## config.mk

```make
export PLATFORM = sky130hd
export DESIGN_NAME = reg_skid
export DESIGN_NICKNAME = d
export VERILOG_FILES = /design/src/rtl/reg_skid.sv
export SDC_FILE = /design/constraint.sdc
export NUM_CORES = 1
export LEC_CHECK = 0
export BUFFER_PORTS_ARGS = -buffer_cell sky130_fd_sc_hd__buf_2
export CAP_MARGIN = 15
export CORE_MARGIN = 1.5
export CORE_UTILIZATION = 55
export CTS_CLUSTER_SIZE = 40
export DETAILED_ROUTE_END_ITERATION = 10
export PLACE_DENSITY_LB_ADDON = 0.05
export SETUP_SLACK_MARGIN = 0.3
export SYNTH_ARGS = -nofsm -noshare
export SYNTH_HDL_FRONTEND = slang
export SYNTH_SLANG_ARGS = --single-unit
```

## constraint.sdc

```tcl
create_clock -name clock -period 7.83 [get_ports clock]
set_input_delay 0.3915 -clock clock [delete_from_list [all_inputs] [get_ports clock]]
set_output_delay 0.3915 -clock clock [all_outputs]
set_load 0.01 [all_outputs]
```

## src/rtl/reg_skid.sv

```systemverilog
// reg_skid: valid/ready pipeline register with a 2-entry skid buffer, registered in_ready,
// synchronous flush and a wrapping output-transfer counter.
module reg_skid #(
    parameter int             WIDTH     = 64,
    parameter logic [WIDTH-1:0] RESET_VAL = '0,
    parameter int             CNT_W     = 16
) (
    input  logic             clock,
    input  logic             r,
    input  logic             flush,
    input  logic             in_valid,
    output logic             in_ready,
    input  logic [WIDTH-1:0] data_in,
    output logic             out_valid,
    input  logic             out_ready,
    output logic [WIDTH-1:0] read_out,
    output logic [CNT_W-1:0] xfer_count
);
    typedef enum logic [1:0] {EMPTY, ONE, TWO} state_t;

    state_t             state_q, state_d;
    logic [WIDTH-1:0]   main_q, main_d, skid_q, skid_d;
    logic               rdy_q, rdy_d;
    logic [CNT_W-1:0]   cnt_q, cnt_d;
    logic               in_xfer, out_xfer;

    assign in_ready   = rdy_q;
    assign out_valid  = state_q != EMPTY;
    assign read_out   = main_q;
    assign xfer_count = cnt_q;
    assign in_xfer    = in_valid & rdy_q;
    assign out_xfer   = out_valid & out_ready;

    always_comb begin
        state_d = state_q;
        main_d  = main_q;
        skid_d  = skid_q;
        rdy_d   = rdy_q;
        cnt_d   = cnt_q + CNT_W'(out_xfer & ~flush);
        // flush overrides every handshake; data registers keep their contents
        if (flush) begin
            state_d = EMPTY;
            rdy_d   = 1'b1;
        end else begin
            case (state_q)
                EMPTY: if (in_xfer) begin
                    main_d  = data_in;
                    state_d = ONE;
                end
                ONE: if (in_xfer && out_ready) begin
                    main_d = data_in;
                end else if (in_xfer) begin
                    skid_d  = data_in;
                    state_d = TWO;
                    rdy_d   = 1'b0;
                end else if (out_ready) begin
                    state_d = EMPTY;
                end
                TWO: if (out_ready) begin
                    main_d  = skid_q;
                    state_d = ONE;
                    rdy_d   = 1'b1;
                end
                default: begin
                    state_d = EMPTY;
                    rdy_d   = 1'b1;
                end
            endcase
        end
    end

    always_ff @(posedge clock or posedge r) begin
        if (r) begin
            state_q <= EMPTY;
            main_q  <= RESET_VAL;
            skid_q  <= RESET_VAL;
            rdy_q   <= 1'b1;
            cnt_q   <= '0;
        end else begin
            state_q <= state_d;
            main_q  <= main_d;
            skid_q  <= skid_d;
            rdy_q   <= rdy_d;
            cnt_q   <= cnt_d;
        end
    end
endmodule

```

==> results.cfg, run 1 <==
[finish]
area_growth_pct = 20.9
fill_cells = 830
layout.nets = 710
fin_util = 0.692
drive_gt1_frac = 0.404

[clock_tree]
postCtsResizedCells = 0
htreeDepth = 4
cts_buffers = 17
post_cts_buffers = 0
cts_buffer_depth = 2
clkTransAtPathRegs_ps = 60
clk_latency_ps = 410
clkSinkCount = 147
tritoncts = built
cts_root_buf = clkbuf_16
cts_hold_buf = 0

[place]
dp_hpwl_mm = 8.12
gp_congestion = 0.722
portBuffers = 150

[critical_path]
end_kind = flip-flop
cp.required_ps = 8170
crit_type = flip-flop to flip-flop
start_kind = flip-flop
cp_max_fo = 94
worstPathArrival_ps = 3230

[pwr]
ir_drop_v = 0.000188
p_switching_w = 0.000605
swShare = 0.268
power_leakage_nw = 3.98
intPower_w = 0.00165
seq_power_share = 0.474
combPwrFrac = 0.191
clockPowerShare = 0.335
power_density_mw_per_mm2 = 296

[global_routing]
grt_pass1_vias = 4181
grt_max_degree = 97
gr-usage-met3 = 0.0829
use_met1 = 0.273
gr-max-usage-layer = met2
antenna_found_initial = 3
grt_overflow = 0
grt_pass1_wl_mm = 19.9
grt.met2_usage = 0.341
grt_usage = 0.217

[logic_synthesis]
synth_compound_area_frac = 0.0635
synth_area_leaders = dfrtp_1, mux2_2, mux2i_1
yosys_register_bits = 147
synthXorXnorAreaFrac = 0.0194
yosys.area.top_type = dfrtp_1
synthFlopType = dfrtp_1
synth_warnings = 0
synth_top_family_by_area = multiplexers
synth_mux_area_frac = 0.216
synthArstFlopShare = 1.00
syn_nets = 567
yosys.area_share.simple = 0.0728
ys_seq_area_frac = 0.583
yosysTopAreaCellShare = 0.579
synthesis.area_mm2 = 0.00631
synth_edf_count = 0
syn_inst = 495
syn_area_per_cell_um2 = 12.7
yosysUniqueCellTypes = 35
yosys.area_share.adder = 0.00595

[route]
routed_wl_mm = 12.5
vias = 4180
antenna_left = 0
wl_per_cell_um = 15.8
vias_per_cell = 5.28
drtIter0Drc = 220
firstDrtPassIters = 4
drc = 0

[floorplan]
start_util = 0.572
die_area_mm2 = 0.0121
ioPinCount = 151
std_cell_rows = 38
chipWidth_um = 110
die_y_um = 110
core-area_mm2 = 0.0110

[timing]
finalSetupViolCount = 0
timing.final.crit_share = 0.370
finalCriticalPeriod_ps = 2900
finalSetupTns_ps = 0
grt_setup_unrepaired = no
skew_ps = 4.71
slew_headroom = 0.293
worstMarginPinSlew_ps = 1060
max_freq_ghz = 0.345
hold_viol = 0
maxSlewViolCount = 0

[job]
cap_violations = 0

[min_path]
hold_class = primary input to asynchronous set/reset pin

[outcome]
status = finished clean
## cell usage in the layout (no fill, tap or decap), types with 2 or more instances in the layout
master,n
buf_2,150
dfrtp_1,146
nor2_1,69
mux2_2,64
mux2i_1,64
a21oi_1,54
clkbuf_16,17
a21oi_2,10
xnor2_1,9
clkbuf_8,8
nand2_1,6
nand3_1,6
xor2_1,5
nand4_1,4
clkbuf_1,4
ha_1,3
clkinv_2,3
buf_4,3
inv_1,2
and3_1,2
and3b_1,2
## sequential cells by signal, summed over array words and instances (netlist names)
signal      cells
xfer_count     16
state_q         2
skid_q         64
read_out       64
in_ready        1
## cell families (layout without fill, tap and decap cells)
group,after synthesis,in the layout
and+or+nand+nor,101,101
muxes,128,128
DFF,147,147
buffers and inverters,32,188
adders and majority gates,3,3
other,0,1
AOI/OAI and AO/OA,70,70
xor gates and xnor gates,14,14
## final cells by class
class	count	area (um2)	area share
clock buffer	29	551	0.0722
clock inverter	3	15.0	0.00197
inverter	3	16.3	0.00213
timing repair buffer	153	773	0.101
sequential	147	3680	0.482
tap	140	175	0.0230
multi-input combinational	316	2420	0.317
antenna	1	2.50	0.000328
## path summary, 6_finish.rpt
kind	slack [ps]	cells past startpoint	startpoint	end
worst max register to register	4930	5	state_q[1]	read_out[60]
max in group asynchronous	6480	3	r	skid_q[35]
worst max-delay path	4930	5	state_q[1]	read_out[60]
min in group clock	220	2	data_in[33]	skid_q[33]
worst min register to register	460	1	xfer_count[15]	xfer_count[15]
worst min-delay path	160	2	r	skid_q[63]
## power by group through the flow
stage	logic (W)	registers (W)	clock network [W]
3_3_place_gp	0.000421	0.00107	0
2_1_floorplan	0.000242	0.00110	0
6_report	0.000431	0.00107	0.000757
3_5_place_dp	0.000438	0.00108	0
4_1_cts	0.000439	0.00107	0.000772
5_1_grt	0.000478	0.00110	0.000805
## per-layer routing
layer	vias up	wire length [um]
met5	-	13
met4	2	133
met3	16	901
met2	102	6000
met1	2042	5440
li1	2018	-
## synthesized netlist by cell type, types with 4 or more instances
| library cell | number |
|---|---|
| dfrtp_1 | 146 |
| clkbuf_4 | 4 |
| buf_6 | 10 |
| nor2_1 | 69 |
| xnor2_1 | 9 |
| buf_4 | 7 |
| a21oi_2 | 10 |
| nand4_1 | 4 |
| nand2_1 | 6 |
| mux2_2 | 64 |
| a21oi_1 | 54 |
| xor2_1 | 5 |
| nand3_1 | 7 |
| buf_2 | 8 |
| mux2i_1 | 64 |
## critical path: stages, from the launching register on
cell and delay [ps]:
dfrtp_1 470, nand4b_1 300, a31oi_4 870, buf_4 850, nor2_1 100, a21oi_1 150
## through the flow
step | cell area, um2 | cells | hold WS, ps | setup WS [ps] | power (W)
3_3_place_gp | 7060 | 759 | 451 | 5110 | 0.00149
5_1_grt | 7630 | 792 | 214 | 4690 | 0.00238
6_report | 7630 | 792 | 161 | 4930 | 0.00226
2_1_floorplan | 6310 | 495 | 455 | 3490 | 0.00135
3_5_place_dp | 7060 | 759 | 458 | 4990 | 0.00152
4_1_cts | 7630 | 791 | 186 | 4960 | 0.00228
Power figures use the tool's default switching activity.
==> run 2, diff against run 1 <==
Settings changed: CORE_UTILIZATION 55 to 54.
Clock period 7.83 ns to 2.91 ns, I/O delays scaled along.
==> run 2 against run 1 <==
Compared with the run above:
- combinational power grew to 2.9 times the previous value
- sequential share of layout area decreased by 4.3 points
- register-to-register slack lost 4200 ps
- via count up 7.0%
- largest power group unchanged
- setup slack got worse by 4200 ps
- power grew to 2.8 times the previous value
- final cell count grew 9.1%
==> results.cfg, run 2 (synthesis results as in run 1) <==
[outcome]
status = finished clean

[route]
vias_per_cell = 5.18
wl_per_cell_um = 15.5
drc = 0
firstDrtPassIters = 4
routed_wl_mm = 13.4
drtIter0Drc = 174
vias = 4473
antenna_left = 0

[clock_tree]
htreeDepth = 4
cts_buffers = 17
post_cts_buffers = 0
tritoncts = built
cts_buffer_depth = 2
cts_root_buf = clkbuf_16
clk_latency_ps = 410
clkSinkCount = 147
clkTransAtPathRegs_ps = 50

[job]
cap_violations = 0

[finish]
mostFrequentLayoutCell = buf_2
area_growth_pct = 32.9
final-seq-area_mm2 = 0.00368
layout_common_cells = buf_2, dfrtp_1, nor2_1, dlygate4sd3_1
multi_input_area_mm2 = 0.00242
fill_cells = 826
layout.nets = 781
drive_gt1_frac = 0.369

[global_routing]
use_met1 = 0.284
gr-usage-met3 = 0.0672
grt.met2_usage = 0.377
grt_pass1_vias = 4783
gr-max-usage-layer = met2
antenna_found_initial = 1
grt_usage = 0.229
grt_pass1_wl_mm = 22.4
grt_max_degree = 148
grt_overflow = 0

[pwr]
swShare = 0.264
clockPowerShare = 0.343
power_leakage_nw = 4.29
seq_power_share = 0.459
combPwrFrac = 0.197
intPower_w = 0.00463
p_switching_w = 0.00166
power_density_mw_per_mm2 = 750
ir_drop_v = 0.000511

[floorplan]
start_util = 0.552
ioPinCount = 151
std_cell_rows = 39
die_y_um = 111
core-area_mm2 = 0.0114
chipWidth_um = 111
die_area_mm2 = 0.0123

[timing]
slew_headroom = 0.461
finalSetupTns_ps = 0
grt_setup_unrepaired = no
timing.final.crit_share = 0.736
finalCriticalPeriod_ps = 2140
maxSlewViolCount = 0
max_freq_ghz = 0.467
worstMarginPinSlew_ps = 809
finalSetupViolCount = 0
whs_ps = 199
hold_viol = 0
skew_ps = 6.36

[critical_path]
start_kind = flip-flop
cp_max_fo = 37
worstPathArrival_ps = 2430
end_kind = flip-flop
crit_type = flip-flop to flip-flop
cp.required_ps = 3200

[place]
gp_congestion = 0.778
dp_hpwl_mm = 8.03
portBuffers = 150

[min_path]
hold_class = primary input to flip-flop
==> run 2: cell types whose count changed in the layout (fill, tap and decap cells not counted) <==
cell | before | now
clkbuf_1 | 4 | 3
inv_6 | 1 | 0
buf_4 | 3 | 5
dlygate4sd3_1 | 0 | 67
clkinv_2 | 3 | 2
clkbuf_8 | 8 | 6
buf_12 | 0 | 2
clkinvlp_4 | 0 | 1
bufinv_16 | 0 | 2
==> run 2: worst paths after layout <==
kind                                start        endpoint  slack, ps  depth (start not counted)
max                              in_ready      skid_q[60]        770                          5
min                              in_valid      state_q[0]        200                          3
max reg2reg                      in_ready      skid_q[60]        770                          5
min reg2reg                xfer_count[15]  xfer_count[15]        470                          1
max in group asynchronous               r      skid_q[60]       1780                          4
min in group asynchronous               r  xfer_count[12]        500                          4
==> run 2: per-stage QoR <==
stage               cells   util  area, um2  worst slack, ps  total power (W)
floorplan             495      -       6310              885          0.00363
global placement      766  0.623       7120              805          0.00402
detailed placement    766  0.623       7120              768          0.00409
CTS                   862  0.733       8370              760          0.00634
global route          863  0.734       8380              641          0.00660
finish                864  0.734       8380              767          0.00629
==> run 2: layout make-up <==
class | count | share of cell area
diodes | 1 | 0.000299
clock buffers | 26 | 0.0620
clock inverters | 4 | 0.00836
inverters | 3 | 0.00179
multi-input cells | 316 | 0.288
flip-flops and latches | 147 | 0.439
well taps | 143 | 0.0213
repair buffers | 224 | 0.179
==> run 2: worst max-delay path, stage by stage (launching register included) <==
cell,delay [ps]
dfstp_2,570
nand2_1,90
nor2_1,180
nand3_4,490
buf_12,380
mux2_2,280
==> run 2: what timing repair did <==
item | in CTS | in global routing
endpoints found under the hold margin | 66 | 1
gates resized for setup | 0 | 0
hold buffers | 66 | 1
==> run 2: power groups by stage <==
stage	Clock, W	Sequential (W)	Combinational, W
floorplan	0	0.00297	0.000653
global placement	0	0.00288	0.00114
detailed placement	0	0.00291	0.00118
CTS	0.00221	0.00288	0.00125
global route	0.00228	0.00295	0.00137
finish	0.00216	0.00289	0.00124
==> run 2: per-layer routing <==
layer | part of all wire | wire length, um
met3 | 0.050 | 674
met4 | 0.018 | 244
met1 | 0.44 | 5910
met5 | 0 | 0
met2 | 0.49 | 6580
==> run 3, diff against run 2 <==
Clock period 2.91 ns to 2 ns, I/O delays scaled along.
==> run 3 against run 2 <==
Compared with the run above:
- setup slack worse by 550 ps
- clock power up 36%
- core utilization up 5.2 points
- critical path depth up 3
- global-route usage up 1.6 points
- non-clock buffer count up 29
- via count up 5.1%
- critical path type unchanged
- count of clock-buffer cells in the layout up 1
- clock skew up 0.95 ps
- critical endpoint is now xfer_count[12]
- fmax up 20%
- largest power group unchanged
- highest routed layer unchanged
- sequential power up 46%
- first-iteration DRC count up 47%
==> results.cfg, run 3 (synthesis results as in run 1) <==
[clock_tree]
clkTransAtPathRegs_ps = 60
cts_buffers = 17
htreeDepth = 4
cts_buffer_depth = 2
cts_root_buf = clkbuf_16
clk_latency_ps = 410
tritoncts = built
clkSinkCount = 147

[floorplan]
die_area_mm2 = 0.0123
core-area_mm2 = 0.0114
chipWidth_um = 111
start_util = 0.552
std_cell_rows = 39
ioPinCount = 151
die_y_um = 111

[critical_path]
crit_type = flip-flop to flip-flop
cp_max_fo = 3
worst_r2r_startpoint = state_q[0]
reg2reg_slack_ps = 220
r2r-end = xfer_count[12]
cp-startpoint = state_q[0]
worstPathArrival_ps = 2110
cp.required_ps = 2330
end_kind = flip-flop
crit_end = xfer_count[12]
start_kind = flip-flop
r2r_cells = 8

[route]
vias = 4703
drtIter0Drc = 256
routed_wl_mm = 15.6
firstDrtPassIters = 4
m1WireLength_mm = 6.55
vias_per_cell = 5.27
wl_per_cell_um = 17.5
routed-wl-met3_um = 752
antenna_left = 0
met2WireLength_mm = 8.06
top_layer_used = met4
drc = 0

[pwr]
report.power.total_w = 0.00923
power_leakage_nw = 4.56
ir_drop_v = 0.000770
power_density_mw_per_mm2 = 1030

[min_path]
hold_class = primary input to flip-flop

[global_routing]
grt_pass1_vias = 4774
grt_usage = 0.245
antenna_found_initial = 1
grt_pass1_wl_mm = 23.7
grt_max_degree = 82
grt_overflow = 0

[finish]
fill_cells = 712
area_growth_pct = 42.3
multi_input_area_mm2 = 0.00252
mostFrequentLayoutCell = buf_2
drive_gt1_frac = 0.417
final-seq-area_mm2 = 0.00368
layout.nets = 810
layout_common_cells = buf_2, dfrtp_1, nor2_1, dlygate4sd3_1
antennaDiodeCount = 0
fin_util = 0.786

[timing]
maxSlewViolCount = 0
finalSetupTns_ps = 0
slew_headroom = 0.708
timing.final.crit_share = 0.890
worstMarginPinSlew_ps = 438
grt_setup_unrepaired = yes
finalSetupViolCount = 0
skew_ps = 7.32
hold_viol = 0
fin_ws_ps = 219
max_freq_ghz = 0.562
finalCriticalPeriod_ps = 1780

[place]
dp_slack_ps = 190
gp_congestion = 0.775
portBuffers = 150
dp_hpwl_mm = 8.35

[job]
cap_violations = 0

[outcome]
status = finished clean
==> run 3: per-stage QoR <==
step / hold slack [ps] / instance area (um2) / std cells
after CTS: 89.6 / 8580 / 876
after global placement: 269 / 7280 / 773
after detailed placement: 274 / 7280 / 773
final: 110 / 8970 / 893
after global routing: 127 / 8970 / 893
after floorplan: 163 / 6360 / 495
==> run 3: worst min-delay path by stage <==
stage | startpoint | endpoint | slack (ps) | depth (start not counted)
detailed placement | r | read_out[9] | 270 | 3
CTS | in_valid | state_q[0] | 90 | 3
floorplan | flush | state_q[0] | 160 | 1
global route | out_ready | state_q[0] | 130 | 3
global placement | r | read_out[9] | 270 | 3
finish | in_valid | state_q[0] | 110 | 3
==> run 3: final cells by class <==
class,instances,area share
clock buffer,27,0.0594
clock inverter,4,0.00223
sequential,147,0.410
inverter,3,0.00167
multi-input combinational,316,0.281
tap,143,0.0199
timing repair buffer,253,0.225
==> run 3: worst max-delay path, cell delays in order (launching register included) <==
cell,delay [ps]
dfrtp_1,370
or2_4,250
and3b_2,220
ha_4,170
ha_4,150
and4_4,190
nor2b_4,140
nand3_2,80
xnor2_1,120
==> run 3: layer usage <==
| layer | GRT usage | up-vias |
|---|---|---|
| li1 | - | 2219 |
| met1 | 0.301 | 2342 |
| met2 | 0.416 | 119 |
| met3 | 0.0629 | 23 |
| met4 | 0.0954 | 0 |
| met5 | 0 | - |
==> run 3: timing repair <==
item	CTS	global route
cloned	1	10
setup buffers	4	7
pin swaps	3	6
endpoints found under the hold margin	241	0
resized for setup	7	21
setup endpoints to repair	8	135
hold buffers	67	0
==> run 3: report_power, final <==
part	total (W)	switching, W	internal [W]	leakage [nW]
clock network	0.00293	0.00113	0.00180	0.279
logic	0.00207	0.000956	0.00111	2.53
registers	0.00423	0.000467	0.00377	1.75
total	0.00923	0.00255	0.00668	4.56
